===== src/rtl/fetch_queue.sv =====
// Instruction-fetch front end: owns the fetch PC, issues pipelined imem requests and buffers {pc, ins} for ID.
// Optional FETCH_QUEUE_BYPASS_EN lets a response reach ID combinationally when the FIFO is empty.
module fetch_queue #(
  parameter int              XLEN            = 32,
  parameter int              DEPTH           = 4,
  parameter int              MAX_OUTSTANDING = 2,
  parameter logic [XLEN-1:0] RESET_PC        = '0
) (
  input  logic                     clk,
  input  logic                     rst,
  output logic                     imem_req,
  output logic [XLEN-1:0]          imem_addr,
  input  logic                     imem_gnt,
  input  logic                     imem_rvalid,
  input  logic [31:0]              imem_rdata,
  input  logic                     redirect_valid,
  input  logic [XLEN-1:0]          redirect_pc,
  output logic                     if_valid,
  input  logic                     if_ready,
  output logic [31:0]              if_ins,
  output logic [XLEN-1:0]          if_pc,
  output logic [$clog2(DEPTH):0]   q_count
);

  localparam int AW = $clog2(DEPTH);
  localparam int CW = AW + 1;
  localparam int OW = $clog2(MAX_OUTSTANDING + 1);
  localparam int SW = ((CW > OW) ? CW : OW) + 1;
  localparam logic [31:0] NOP = 32'h0000_0013;

  logic [XLEN-1:0] pc;
  logic [XLEN-1:0] pc_mem [DEPTH];
  logic [31:0]     ins_mem [DEPTH];
  logic [AW-1:0]   wr_ptr;
  logic [AW-1:0]   rd_ptr;
  logic [CW-1:0]   count;
  logic [OW-1:0]   outstanding;
  logic [OW-1:0]   drop;

  logic            fifo_empty;
  logic            grant;
  logic            rsp;
  logic            push;
  logic            pop;
  logic            bypass_ok;
  logic            bypass_take;
  logic [SW-1:0]   credit_used;
  logic [XLEN-1:0] resp_pc;
  logic            unused_redirect_lsb;

  assign unused_redirect_lsb = ^redirect_pc[1:0];

  assign fifo_empty  = (count == '0);
  assign credit_used = SW'(count) + SW'(outstanding);
  // Credit counts in-flight requests against free FIFO slots, so responses never need back-pressure.
  assign imem_req    = rst & ~redirect_valid & (credit_used < SW'(DEPTH))
                     & (outstanding < OW'(MAX_OUTSTANDING));
  assign imem_addr   = pc;
  assign grant       = imem_req & imem_gnt;
  // A response with nothing outstanding belongs to an abandoned request and is ignored.
  assign rsp         = imem_rvalid & (outstanding != '0);

  // Responses return in order and pc advances by 4 per grant, so the oldest live request sits
  // outstanding words behind pc (dropped ones only exist while drop > 0, when no push happens).
  assign resp_pc = pc - (XLEN'(outstanding) << 2);

`ifdef FETCH_QUEUE_BYPASS_EN
  assign bypass_ok = fifo_empty & ~redirect_valid & (drop == '0) & rsp;
`else
  assign bypass_ok = 1'b0;
`endif

  assign bypass_take = bypass_ok & if_ready;
  assign pop         = ~fifo_empty & if_ready;
  assign push        = rsp & (drop == '0) & ~redirect_valid & ~bypass_take;

  assign if_valid = rst & (~fifo_empty | bypass_ok);
  assign q_count  = count;

  always_comb begin
    if_ins = NOP;
    if_pc  = pc_mem[rd_ptr];
    if (~fifo_empty) begin
      if_ins = ins_mem[rd_ptr];
    end else if (bypass_ok) begin
      if_ins = imem_rdata;
      if_pc  = resp_pc;
    end
  end

  always_ff @(posedge clk or negedge rst) begin
    if (!rst) begin
      pc          <= RESET_PC;
      wr_ptr      <= '0;
      rd_ptr      <= '0;
      count       <= '0;
      outstanding <= '0;
      drop        <= '0;
    end else if (redirect_valid) begin
      // Everything still in flight is stale; a response landing now is discarded immediately.
      pc          <= {redirect_pc[XLEN-1:2], 2'b00};
      wr_ptr      <= '0;
      rd_ptr      <= '0;
      count       <= '0;
      outstanding <= outstanding - OW'(rsp);
      drop        <= outstanding - OW'(rsp);
    end else begin
      if (grant) begin
        pc <= pc + XLEN'(4);
      end
      outstanding <= outstanding + OW'(grant) - OW'(rsp);
      if (rsp && (drop != '0)) begin
        drop <= drop - OW'(1);
      end
      if (push) begin
        wr_ptr <= wr_ptr + AW'(1);
      end
      if (pop) begin
        rd_ptr <= rd_ptr + AW'(1);
      end
      count <= count + CW'(push) - CW'(pop);
    end
  end

  always_ff @(posedge clk) begin
    if (push) begin
      pc_mem[wr_ptr]  <= resp_pc;
      ins_mem[wr_ptr] <= imem_rdata;
    end
  end

endmodule


===== config.mk =====
export PLATFORM = sky130hd
export DESIGN_NAME = fetch_queue
export DESIGN_NICKNAME = d
export VERILOG_FILES = /design/src/rtl/fetch_queue.sv
export SDC_FILE = /design/constraint.sdc
export NUM_CORES = 1
export LEC_CHECK = 0
export ABC_AREA = 1
export CAP_MARGIN = 20
export CORE_ASPECT_RATIO = 1.5
export CORE_MARGIN = 1
export CORE_UTILIZATION = 35
export CTS_CLUSTER_DIAMETER = 200
export DETAILED_ROUTE_END_ITERATION = 10
export PLACE_DENSITY_LB_ADDON = 0.05
export SYNTH_ARGS = -nofsm -noshare
export SYNTH_HDL_FRONTEND = slang
export SYNTH_SLANG_ARGS = --single-unit

===== constraint.sdc =====
create_clock -name clk -period 10.98 [get_ports clk]
set_input_delay 1.098 -clock clk [delete_from_list [all_inputs] [get_ports clk]]
set_output_delay 1.098 -clock clk [all_outputs]
set_load 0.01 [all_outputs]

==> reports/qor.yml, run 1 <==
nets: 1505
hold_path_class: "input port to async pin"
hold_viol_final: 0
multi_input_area_sq_um: 4200
cts.reportedPaths.clkPinSlew_ns: 0.06
gp_congestion: 0.860
r2r-start: "outstanding[1]"
gr-total-overflow: 0
ant_nets: 0
rsz0062_at_grt: "false"
grt_use_total_pct: 18.0
synth.distinct_cells: 41
regArea_sq_um: 8480
dp_slack_ns: 5.35
final_cell_mix: "nor2_1, edfxtp_1, nand2_1"
leakage_nw: 5.84
drv_cap: 0
cts_root_buffer: "clkbuf_16"
synth_edf_count: 248
r2r_slack_ns: 7.99
post_cts_buffers: 0
wl_per_cell_um: 18.1
powerDensity_nw_per_um2: 212
clockBufferDepth: 3
fillers: 3621
die_x_um: 161
crit_type: "input port to output pin"
vias: 9536
crit_required_ns: 9.88
fin_hold_ws_ns: 0.508
first_pass_iters: 5
syn_inst: 1283
grt_pass1_vias: 9268
outcome: "complete, no violations"
peakVddDrop_mv: 0.0973
post-route-worst-setup-slack_ns: 5.95
drive_gt1_share_pct: 7.29
wl_um: 34900
syn_area_sq_um: 13300
synth_flop_cell: "edfxtp_1"
core_area_sq_um: 37600
drv_slew: 0
cts_hold_buf: 0
reg2reg_to: "ins_mem[0][2]"
cts_buffers: 29
synth.avg_cell_area_sq_um: 10.4
tightestPinTransition_ns: 1.02
finClkSkew_ns: 0.0111
max_clock_freq_ghz: 0.199
clk_latency_ns: 0.55
die-area_sq_um: 38800
fin_crit_ns: 5.03
min_period_over_period_pct: 45.8
cp-end-kind: "output pin"
dpl.hpwl_um: 21300
diodes: 0
critical_path_arrival_ns: 3.93
tns_ns: 0
antenna_found_initial: 0
relSlewSlack_pct: 32.0
grt_pass1_wl_um: 52800
io_pins: 171
finalSetupViolCount: 0
ys_warn_count: 0
synth_seq_cells: 289
ctsResizeCount: 0
area_growth_pct: 22.0
fp.dieH_um: 241
fp-row-count: 87
ff2ff_path_depth: 4
crit_fanout: 49
drc: 0
layout_commonest_cell: "nor2_1"
numClockSinks: 289
htreeDepth: 1
initial_core_util_pct: 35.4
async_flop_share_pct: 14.2
drt_iter0_markers: 453
vias_per_cell: 4.94
io_buffers: 164
ys_seq_area_share_pct: 63.7
cts_tree: "yes"
grt_max_degree: 81
start_kind: "input port"
==> final cells by class <==
cell class	count	share of cell area [%]
clock buffers	40	4.85
clock inverters	12	0.979
inverters	69	1.61
multi-input cells	854	25.9
flip-flops and latches	289	52.2
well taps	489	3.77
repair buffers	176	10.6
==> kinds of logic after synthesis <==
kind of cell / Yosys count / share of synthesized area (%)
other: 1 / 0.0282
DFF: 289 / 63.7
AOI/OAI and AO/OA: 232 / 9.29
xor gates and xnor gates: 25 / 1.65
buffers and inverters: 143 / 5.00
adders and majority gates: 16 / 1.62
and+or+nand+nor: 577 / 18.7
==> registers in the layout, indices dropped and copies added, names as in the netlist <==
name         cells
ins_mem        128
pc_mem         120
imem_addr       30
q_count          3
drop             2
outstanding      2
rd_ptr           2
wr_ptr           2
==> report_power, final <==
| group | total (mW) | switching, mW | leakage [nW] | internal (mW) |
|---|---|---|---|---|
| logic | 1.05 | 0.604 | 2.65 | 0.448 |
| registers | 1.39 | 0.0954 | 2.74 | 1.30 |
| clock network | 0.995 | 0.404 | 0.459 | 0.591 |
==> routing by layer <==
layer	up-vias	GRT usage (%)	part of all wire, %
met1	4590	21.3	42
met5	-	0	0
met4	0	7.55	3.8
met2	241	32.4	50
met3	63	2.44	4.1
li1	4642	-	-
==> how the worst max path moves through the flow <==
stage                          endpoint           start  slack [ns]
after floorplan           ins_mem[0][0]  redirect_valid        6.36
after global placement    ins_mem[0][6]  redirect_valid        5.33
after detailed placement  ins_mem[0][2]  redirect_valid        5.35
after CTS                      imem_req  redirect_valid        5.84
after global routing           imem_req  redirect_valid        5.69
final                          imem_req  redirect_valid        5.95
==> critical path, stage by stage <==
cell and delay (ns):
clkdlybuf4s50_1 0.93, inv_2 0.93, nand3_2 0.23, nor2_4 0.19, clkdlybuf4s50_1 0.54
==> synthesized netlist by cell type (6+ instances only) <==
| cell | instances | area, sq um |
|---|---|---|
| o21ai_1 | 11 | 55.1 |
| nand2_1 | 183 | 687 |
| nand3_1 | 52 | 260 |
| nand4_1 | 12 | 75.1 |
| a21oi_1 | 34 | 170 |
| inv_2 | 7 | 26.3 |
| nor2_2 | 10 | 62.6 |
| nand2_4 | 6 | 67.6 |
| ha_1 | 14 | 175 |
| xor2_1 | 20 | 175 |
| buf_6 | 11 | 124 |
| edfxtp_1 | 248 | 7450 |
| buf_2 | 20 | 100 |
| o21ai_0 | 142 | 711 |
| nand2_2 | 6 | 37.5 |
| nor2_1 | 288 | 1080 |
| nor2_4 | 8 | 90.1 |
| o22ai_1 | 33 | 206 |
| clkbuf_1 | 35 | 131 |
| inv_1 | 62 | 233 |
| dfrtp_1 | 41 | 1030 |
==> per-stage QoR <==
stage	instance area [sq um]	util, %	std cells	total power [mW]
floorplan	13300	-	1286	1.96
global placement	15300	40.7	1877	2.49
finish	16200	43.2	1929	3.44
detailed placement	15300	40.7	1877	2.49
CTS	16200	43.2	1929	3.50
global route	16200	43.2	1929	3.63
(Power assumes the default switching activity.)
==> inputs of run 2 (changes only) <==
clock period = 4.5 ns   (was 10.98 ns; I/O delays follow)
==> run 2 against run 1 <==
Against the previous run:
- power increased by 140%
- flip-flop and latch count unchanged
- clock skew increased by 0.0098 ns
- sequential share of layout area decreased by 0.12 points
==> reports/qor.yml, run 2 (same netlist as run 1, synthesis figures left out) <==
outcome: "complete, no violations"  # unchanged
tns_ns: 0  # unchanged
fin_crit_ns: 3.65
finalSetupViolCount: 0  # unchanged
die-area_sq_um: 38800  # unchanged
hold_path_class: "input port to async pin"  # unchanged
largest_reg_flops: 128  # unchanged
fp.dieH_um: 241  # unchanged
fp-row-count: 87  # unchanged
layout_commonest_cell: "nor2_1"  # unchanged
vias: 9441  # was 9536
cp_num_buf_inv: 3  # unchanged
antenna_found_initial: 0  # unchanged
max_clock_freq_ghz: 0.274
fin_hold_ws_ns: 0.116  # was 0.508 ns
crit_required_ns: 4.05  # was 9.88 ns
clockBufferDepth: 3  # unchanged
ctsResizeCount: 0  # unchanged
drive_gt1_share_pct: 7.54  # was 7.29%
powerDensity_nw_per_um2: 509  # was 212 nW/um^2
core_area_sq_um: 37600  # unchanged
post_cts_buffers: 0  # unchanged
grt_max_degree: 63  # was 81
first_pass_iters: 4  # was 5
cp-end-kind: "output pin"  # unchanged
drv_slew: 0  # unchanged
die_x_um: 161  # unchanged
cts.reportedPaths.clkPinSlew_ns: 0.07  # was 0.06 ns
drc: 0  # unchanged
io_buffers: 164  # unchanged
relSlewSlack_pct: 46.7  # was 32.0%
slowest_delay_ns: 0.65  # was 0.93 ns
critical_path_arrival_ns: 3.20  # was 3.93 ns
area_growth_pct: 22.3  # was 22.0%
final_cell_mix: "nor2_1, edfxtp_1, nand2_1"  # unchanged
gr-total-overflow: 0  # unchanged
drt_iter0_markers: 506  # was 453
numClockSinks: 289  # unchanged
drv_cap: 0  # unchanged
cts_tree: "yes"  # unchanged
hold_viol_final: 0  # unchanged
nets: 1510  # was 1505
diodes: 0  # unchanged
vias_per_cell: 4.88  # was 4.94
peakVddDrop_mv: 0.260  # was 0.0973 mV
cp_top_family: "buffers and inverters"  # unchanged
wl_um: 34800  # was 34900 um
crit_slowest_cell: "dfrtp_4"  # was clkdlybuf4s50_1
crit_type: "flip-flop to output pin"  # was input port to output pin
clk_latency_ns: 0.57  # was 0.55 ns
start_kind: "flip-flop"  # was input port
htreeDepth: 1  # unchanged
dpl.hpwl_um: 21800  # was 21300 um
tightestPinTransition_ns: 0.800  # was 1.02 ns
min_period_over_period_pct: 81.1
gp_congestion: 0.861  # was 0.860
wl_per_cell_um: 18.0  # was 18.1 um
grt_pass1_vias: 9294  # was 9268
cp_cell_sequence: "clkinv_2 > buf_4 > o21ai_0 > a21oi_1 > clkdlybuf4s50_1"  # was clkdlybuf4s50_1 > inv_2 > nand3_2 > nor2_4 > clkdlybuf4s50_1
grt_use_total_pct: 18.1  # was 18.0%
cts_root_buffer: "clkbuf_16"  # unchanged
rsz0062_at_grt: "false"  # unchanged
ant_nets: 0  # unchanged
finClkSkew_ns: 0.0208  # was 0.0111 ns
cts_hold_buf: 0  # unchanged
cts_buffers: 29  # unchanged
grt_pass1_wl_um: 53000  # was 52800 um
initial_core_util_pct: 35.4  # unchanged
io_pins: 171  # unchanged
crit_fanout: 45  # was 49
leakage_nw: 5.86  # was 5.84 nW
largest-register: "ins_mem"  # unchanged
==> run 2: cell types whose count changed in the layout (fill, tap and decap cells not counted), sizes merged <==
cell,change
buf,+5
bufinv,-2
clkinv,+2
inv,+2
clkbuf,-1
==> run 2: final timing paths <==
| kind | start | endpoint | slack, ns | cells after the start |
|---|---|---|---|---|
| min in group clk | redirect_pc[19] | imem_addr[19] | 0.45 | 3 |
| worst max register to register | imem_addr[2] | pc_mem[3][28] | 1.91 | 11 |
| worst max-delay path | rd_ptr[0] | if_ins[29] | 0.85 | 5 |
| max in group asynchronous | rst | rd_ptr[0] | 3.91 | 2 |
| worst min register to register | drop[1] | drop[1] | 0.55 | 2 |
| worst min-delay path | rst | imem_addr[27] | 0.12 | 2 |
==> run 2: layout make-up <==
cell class                      instances  area, sq um
Timing Repair Buffer                  181         1830
Clock inverter                         14          121
Sequential cell                       289         8480
Tap cell                              489          612
Fill cell                            3635        21300
Clock buffer                           39          763
Multi-Input combinational cell        854         4200
Inverter                               69          260
==> run 2: stage by stage <==
step	instance area [sq um]	utilization (%)	power (mW)	cells	worst slack [ns]
after floorplan	13300	-	4.79	1286	0.523
after global routing	16300	43.3	8.77	1935	0.536
final	16300	43.3	8.28	1935	0.849
after detailed placement	15400	41.0	6.11	1882	1.35
after global placement	15400	41.0	6.10	1882	1.38
after CTS	16300	43.3	8.43	1935	0.726
==> run 2: layer usage <==
layer	up-vias	share of wire, %	track usage, %
li1	4658	-	-
met1	4520	41	20.8
met2	203	52	33.6
met3	60	3.6	2.34
met4	0	3.5	7.26
met5	-	0	0
==> run 2: report_power, final <==
group | switching [mW] | internal, mW
Sequential | 0.212 | 3.17
Combinational | 1.50 | 1.11
Clock | 0.990 | 1.30
